## src/rtl/or_cell_tester.sv

```systemverilog
// ---------------------------------------------------------------------------
// or_cell_tester
//
// Exhaustively exercises an external two-input OR cell. Drives the four
// input vectors (a,b) = 00, 01, 10, 11 in order. Holds each vector for
// SETTLE_CYCLES cycles, then samples the cell output on the next cycle.
// Records which vectors mismatched and reports a pass/fail summary.
//
// Parameters
//   SETTLE_CYCLES : cycles a vector is held before it is sampled (1..255)
//
// Ports
//   clk       in   clock, rising-edge
//   rst_n     in   asynchronous active-low reset
//   start     in   request a run (only honoured in IDLE)
//   abort     in   cancel a run in progress (SETTLE/SAMPLE)
//   dut_a     out  OR cell input A
//   dut_b     out  OR cell input B
//   dut_c     in   OR cell output C
//   busy      out  high whenever not IDLE
//   done      out  one-cycle pulse at the end of a completed run
//   pass      out  last completed run had no mismatches
//   err_vec   out  bit k set when vector k mismatched
//   err_count out  number of mismatching vectors (0..4)
// ---------------------------------------------------------------------------
module or_cell_tester #(
    parameter int SETTLE_CYCLES = 3
) (
    input  logic       clk,
    input  logic       rst_n,
    input  logic       start,
    input  logic       abort,
    output logic       dut_a,
    output logic       dut_b,
    input  logic       dut_c,
    output logic       busy,
    output logic       done,
    output logic       pass,
    output logic [3:0] err_vec,
    output logic [2:0] err_count
);

    localparam logic [1:0] IDLE   = 2'd0;
    localparam logic [1:0] SETTLE = 2'd1;
    localparam logic [1:0] SAMPLE = 2'd2;
    localparam logic [1:0] DONE   = 2'd3;

    // The counter counts down to zero, so loading N-1 gives N SETTLE cycles.
    localparam logic [7:0] SETTLE_LOAD = 8'(SETTLE_CYCLES - 1);

    logic [1:0] state;
    logic [7:0] settle_cnt;
    logic [1:0] vec_idx;
    logic       mismatch;

    // The vector under test is still driven during SAMPLE, so the expected
    // value comes straight from the registered cell inputs.
    assign mismatch = (dut_c != (dut_a | dut_b));

    function automatic logic [2:0] sat_inc(input logic [2:0] v);
        return (v >= 3'd4) ? 3'd4 : v + 3'd1;
    endfunction

    always_ff @(posedge clk or negedge rst_n) begin
        if (!rst_n) begin
            state      <= IDLE;
            settle_cnt <= '0;
            vec_idx    <= '0;
            dut_a      <= 1'b0;
            dut_b      <= 1'b0;
            busy       <= 1'b0;
            done       <= 1'b0;
            pass       <= 1'b0;
            err_vec    <= '0;
            err_count  <= '0;
        end else begin
            case (state)
                IDLE: begin
                    done <= 1'b0;
                    if (start) begin
                        err_vec    <= '0;
                        err_count  <= '0;
                        pass       <= 1'b0;
                        vec_idx    <= 2'd0;
                        dut_a      <= 1'b0;
                        dut_b      <= 1'b0;
                        settle_cnt <= SETTLE_LOAD;
                        busy       <= 1'b1;
                        state      <= SETTLE;
                    end
                end

                SETTLE: begin
                    if (abort) begin
                        dut_a <= 1'b0;
                        dut_b <= 1'b0;
                        busy  <= 1'b0;
                        state <= IDLE;
                    end else if (settle_cnt == 8'd0) begin
                        state <= SAMPLE;
                    end else begin
                        settle_cnt <= settle_cnt - 8'd1;
                    end
                end

                SAMPLE: begin
                    // Abort wins: the pending comparison is simply dropped.
                    if (abort) begin
                        dut_a <= 1'b0;
                        dut_b <= 1'b0;
                        busy  <= 1'b0;
                        state <= IDLE;
                    end else begin
                        if (mismatch) begin
                            err_vec[vec_idx] <= 1'b1;
                            err_count        <= sat_inc(err_count);
                        end
                        if (vec_idx != 2'd3) begin
                            vec_idx        <= vec_idx + 2'd1;
                            {dut_a, dut_b} <= vec_idx + 2'd1;
                            settle_cnt     <= SETTLE_LOAD;
                            state          <= SETTLE;
                        end else begin
                            // Fold in the final comparison so pass is valid
                            // in the same cycle as the done pulse.
                            pass  <= (err_vec == 4'b0000) && !mismatch;
                            done  <= 1'b1;
                            state <= DONE;
                        end
                    end
                end

                DONE: begin
                    done  <= 1'b0;
                    dut_a <= 1'b0;
                    dut_b <= 1'b0;
                    busy  <= 1'b0;
                    state <= IDLE;
                end

                default: begin
                    state <= IDLE;
                    busy  <= 1'b0;
                    done  <= 1'b0;
                end
            endcase
        end
    end

endmodule
```

## config.mk

```make
export PLATFORM = sky130hd
export DESIGN_NAME = or_cell_tester
export DESIGN_NICKNAME = d
export VERILOG_FILES = /design/src/rtl/or_cell_tester.sv
export SDC_FILE = /design/constraint.sdc
export NUM_CORES = 1
export LEC_CHECK = 0
export BUFFER_PORTS_ARGS = -buffer_cell sky130_fd_sc_hd__buf_2
export CAP_MARGIN = 10
export CORE_UTILIZATION = 56
export DETAILED_ROUTE_END_ITERATION = 10
export GPL_ROUTABILITY_DRIVEN = 0
export PLACE_DENSITY_LB_ADDON = 0.25
export SLEW_MARGIN = 30
export SYNTH_ARGS = -nofsm -noshare
export SYNTH_HDL_FRONTEND = slang
export SYNTH_SLANG_ARGS = --single-unit
```

## constraint.sdc

```tcl
create_clock -name clk -period 2.2 [get_ports clk]
set_clock_uncertainty 0.05 [all_clocks]
set_input_delay 0 -clock clk [delete_from_list [all_inputs] [get_ports clk]]
set_output_delay 0 -clock clk [all_outputs]
set_load 0.02 [all_outputs]
```

## Word level (Yosys, flattened, before mapping)

Cells that the tools add are included.

| cells by class | value |
|---|---|
| bitwise logic cells | 2 |
| reduce and logical (&&, ||, !) cells | 19 |
| order comparisons | 3 |
| divide/modulo/power cells | 0 |
| multipliers | 0 |
| $add $sub $neg | 3 |
| multiplexer cells | 43 |
| shifts and indexed selects | 0 |
| eq/ne operators | 16 |

Operators by type and width:

| operator | number |
|---|---|
| 8-bit 2-to-1 mux | 5 |
| 8-bit one-hot mux with 3 select lines | 1 |
| 2-bit != test, second input constant | 9 |
| 2-bit 2-to-1 mux | 8 |
| 1-bit 2-to-1 mux | 12 |
| 3-bit 2-to-1 mux | 4 |
| 4-bit 2-to-1 mux | 3 |
| 4-bit AND reduction | 3 |
| 8-bit zero test | 1 |
| 1-bit one-hot mux with 4 select lines | 2 |
| 2-bit one-hot mux with 4 select lines | 1 |
| 4-bit one-hot mux with 2 select lines | 1 |
| 8-bit by 1-bit subtractor with 8-bit output, second input constant | 1 |
| 3-bit != test, second input constant | 2 |
| 3-bit one-hot mux with 2 select lines | 1 |
| 3-bit AND reduction | 2 |
| 6-bit AND reduction | 1 |
| 2-bit equality test, second input constant | 2 |
| 4-bit zero test | 1 |
| 4-bit OR | 1 |
| 1-bit one-hot mux with 2 select lines | 2 |
| 2-bit one-hot mux with 2 select lines | 1 |
| 2-bit AND reduction | 2 |
| 2-bit nonzero test | 2 |
| 16 further kinds | 18 |

| word-level totals | value |
|---|---|
| memory bits (writable) | 0 |
| memories kept | 0 |
| bits in latches | 0 |
| output and inout port bits | 12 |
| register bits after elaboration | 24 |
| bits in read-only memories | 0 |
| input port bits | 5 |

## Depth between registers and ports, before layout

| depth | value |
|---|---|
| depth after elaboration | 8 |
| gate-level depth with buffers | 7 |
| mapped depth without buffers | 6 |

## Worst setup path before layout

Ideal clock, no wire load.

| path | value |
|---|---|
| kind | flip-flop to flip-flop |
| start point | register settle_cnt[1] |
| end point | register settle_cnt[7] |
| slack | 243 ps |
| library setup time | 126 ps |
| buffers on the path | 0 |
| stages on the path, launching flop included | 5 |
| clock period less this slack | 1957 ps |
| arrival | 1780 ps |
| path through | dfrtp_1 > or4_4 > or3_4 > o311a_1 > a221o_1 |

| on the way | value |
|---|---|
| word-level cells in the longest chain between the ends | 4 |
| elaborated cells between the ends (all ways) | 7 |

Ends and longest elaborated chain:

| what | RTL line | source |
|---|---|---|
| start, declared | 52 | `logic [7:0] settle_cnt;` |
| start signal, assigned | 102 | `settle_cnt <= settle_cnt - 8'd1;` |
| 8-bit by 1-bit subtractor with 8-bit output | 102 |  |
| 8-bit 2-to-1 mux | 99 | `end else if (settle_cnt == 8'd0) begin` |
| 8-bit 2-to-1 mux | 94 | `if (abort) begin` |
| 8-bit one-hot mux with 3 select lines | 77 | `case (state)` |

Several ways; a longest one is shown, not always the timed one. The select of a mux whose other input is x is not followed.
A chain may end at the register's enable or synchronous reset.

## Worst setup path after layout

Ends and elaborated chain as after synthesis.

==> out/results.md <==
| Item | Value |
|---|---|
| Status | finished clean |
| Average cell area after synthesis | 10.0 um2 |
| Initial core utilization | 60.8% |
| Root Buffer Master | clkbuf_4 |
| Cell types occupying the most area after synthesis | dfrtp_1, ha_1, a22o_1, inv_1, o21ai_0 |
| Final worst path period need | 2.03 ns |
| Cells along the critical path | or4_4 -> or3_4 -> o311a_1 -> a221o_1 |
| Final cell count without fillers | 185 |
| Nets | 174 |
| Clock slew at reported path FFs | 0.13 ns |
| Slew Limit Fails | 0 |
| Vias per std cell | 5.86 |
| CTS resizes | 0 |
| Total power after layout | 0.00190 W |
| Type of the most critical hold path | input pin to register |
| Post-synth cell types | 41 |
| Number of register bits inferred by synthesis | 24 |
| Total global routing overflow | 0 |
| EDFF count, synth | 0 |
| Met1 wire length | 1290 um |
| Sequential fraction of the synthesis area | 43.4% |
| Routed met2 length | 1120 um |
| Library cell occupying the most area in the post-synthesis netlist | dfrtp_1 |
| Height of the die | 51.7 um |
| Number of failing hold endpoints at the final stage | 0 |
| Diodes inserted | 0 |
| Arrival time reported for the critical path endpoint | 2.20 ns |
| Topmost layer with routed signal wires | met4 |
| Portion of the clock cycle consumed by the worst path in the final layout | 92.4% |
| Boundary pin count | 17 |
| Iter 0 DRT Violations | 21 |
| Fraction of final layout cells sized beyond drive strength 1 | 17.8% |
| Later-pin clock latency in the skew report | 0.31 ns |
| Core Rows | 17 |
| Cell count after synthesis | 138 |
| Cell Pwr Density | 1230 mW/mm2 |
| Buffer count from post-CTS setup fixing | 0 |
| Total routing usage reported by global routing | 23.1% |
| Type of the setup path with the least slack | register to register |
| Number of violations of the max-capacitance limit | 0 |
| Overall via count from detail_route | 1085 |
| Count of placed standard cells including taps | 179 |
| Top library cells by usage in the layout, fill and taps aside | dfrtp_1, buf_2, inv_1, ha_1 |
| Data required, critical path | 2.37 ns |
| Number of nets in the synthesized netlist | 154 |
| Crit path setup slack, layout | 0.168 ns |
| Headroom to the max-slew limit | 64.8% |
| Maximum number of pins on one net before global-route repair | 25 |
| Transition time at the pin with the least slew margin | 0.528 ns |
| TritonCTS Sinks | 24 |
| Total core area | 0.00228 mm2 |
| TritonCTS clock tree | done |
| Mean routed wirelength per cell | 13.8 um |
| Final standard cell area without fillers | 0.00155 mm2 |
| Async SR Flop Fraction | 100% |
| Number of port buffers | 16 |
| Clock buffer depth | 2 |
| Largest voltage drop on the vdd net | 0.000773 V |
| Worst slack at placement | 0.184 ns |
| Most frequent standard cell in the layout excluding fill and tap cells | dfrtp_1 |
| Yosys Warn Count | 0 |
| CP peak stage delay | 0.56 ns |
| Mapped Area | 0.00138 mm2 |
| Area share of the leading cell type in the synthesized netlist | 43.4% |
| Initial antenna violation count | 0 |
| Static Leak | 0.744 nW |
| Final ANT Viol Nets | 0 |
| Detailed-routed wire length on met3 | 109 um |
| Vias in the first global route | 1010 |
| Largest driver fanout on the critical path | 4 |
| Synth-to-Final Area Change | 12.0% |
| Number of levels in the clock H-tree | 1 |
| Final routed wirelength across all metal layers | 2560 um |
| Standard cell area after detailed placement | 0.00149 mm2 |
| Wire length of the first global-routing pass | 4570 um |
| Number of buffers created by CTS | 3 |
| Max stage delay cell, worst path | or4_4 |
| Die outline width | 51.7 um |
| Ys flop type | dfrtp_1 |
| Placed wire-length estimate | 1870 um |
| Number of optimization iterations in the first detailed-route pass | 4 |
| Number of remaining DRC errors | 0 |
| Highest Clock Rate | 0.492 GHz |
| Final setup TNS | 0 ns |
| Unrepaired setup endpoints after global routing | false |
| Category of the worst setup path capture point | register |
| Final setup violating endpoints | 0 |
| Startpoint Class | register |
| Area of the die | 0.00267 mm2 |
==> flip-flops by register name (all words and copies together) (netlist names), 2 cells and up <==
register / count
state: 2
vec_idx: 2
err_vec: 4
err_count: 3
settle_cnt: 8
==> worst max-delay path: cells and delay by family (launching register included) <==
kind | cells | cell delay (ns)
AND/OR/NAND/NOR | 2 | 0.91
flip-flops | 1 | 0.42
AO/OA/AOI/OAI | 2 | 0.55
==> repair_timing <==
action | CTS | global route
setup endpoints to repair | 0 | 0
endpoints found under the hold margin | 25 | 0
hold buffers | 2 | 0
==> synthesized netlist by cell type, types with 2 or more instances <==
| cell type | count |
|---|---|
| nand3_1 | 2 |
| mux2_2 | 2 |
| a22o_1 | 9 |
| o21a_1 | 2 |
| nand3b_1 | 2 |
| clkbuf_1 | 4 |
| nand2b_1 | 6 |
| dfrtp_1 | 24 |
| nor2_1 | 4 |
| o31ai_1 | 4 |
| inv_1 | 14 |
| nand2_1 | 8 |
| nor4b_1 | 2 |
| o21ai_0 | 9 |
| nor3_1 | 2 |
| o211ai_1 | 2 |
| ha_1 | 11 |
| a21oi_1 | 8 |
==> layout make-up <==
type / count / area [um2]
Inverter: 14 / 52.6
Tap cell: 28 / 35.0
Fill cell: 177 / 726
Timing Repair Buffer: 20 / 115
Multi-Input combinational cell: 95 / 711
Clock buffer: 4 / 36.3
Sequential cell: 24 / 601
==> report_power, final <==
part | internal [W] | switching, W | total [W]
Sequential | 0.000570 | 0.000130 | 0.000701
Combinational | 0.000408 | 0.000556 | 0.000964
Clock | 0.000101 | 0.000134 | 0.000235
==> kinds of logic (layout without fill, tap and decap cells) <==
family          Yosys count  in the layout  share of synthesized area [%]
fa+ha+maj                11             11                           9.95
compound gates           45             45                           23.1
buf+inv                  19             38                           5.24
simple gates             36             36                           15.9
flops                    24             24                           43.4
mux                       3              3                           2.35
==> final timing paths <==
kind	depth (start not counted)	start	slack [ns]	end
worst max register to register	4	settle_cnt[1]$_DFFE_PN0P_	0.17	settle_cnt[7]$_DFFE_PN0P_
worst min register to register	1	settle_cnt[0]$_DFFE_PN0P_	0.46	settle_cnt[0]$_DFFE_PN0P_
worst max-delay path	4	settle_cnt[1]$_DFFE_PN0P_	0.17	settle_cnt[7]$_DFFE_PN0P_
worst min-delay path	3	abort	0.04	state[1]$_DFFE_PN0P_
max in group asynchronous	2	rst_n	1.62	settle_cnt[7]$_DFFE_PN0P_
min in group asynchronous	2	rst_n	0.12	err_vec[1]$_DFFE_PN0P_
==> through the flow <==
step	hold WS [ns]	utilization, %
after floorplan	-0.346	-
after global placement	-0.0507	65.6
after detailed placement	-0.0379	65.6
after CTS	0.0255	68.1
after global routing	0.0832	68.1
final	0.0421	68.1
==> layer usage <==
metal  up-vias  GRT usage, %
li1        549             -
met1       500          33.6
met2        32          34.8
met3         4          2.63
met4         0          9.46
met5         -             0
(Power assumes the default switching activity.)
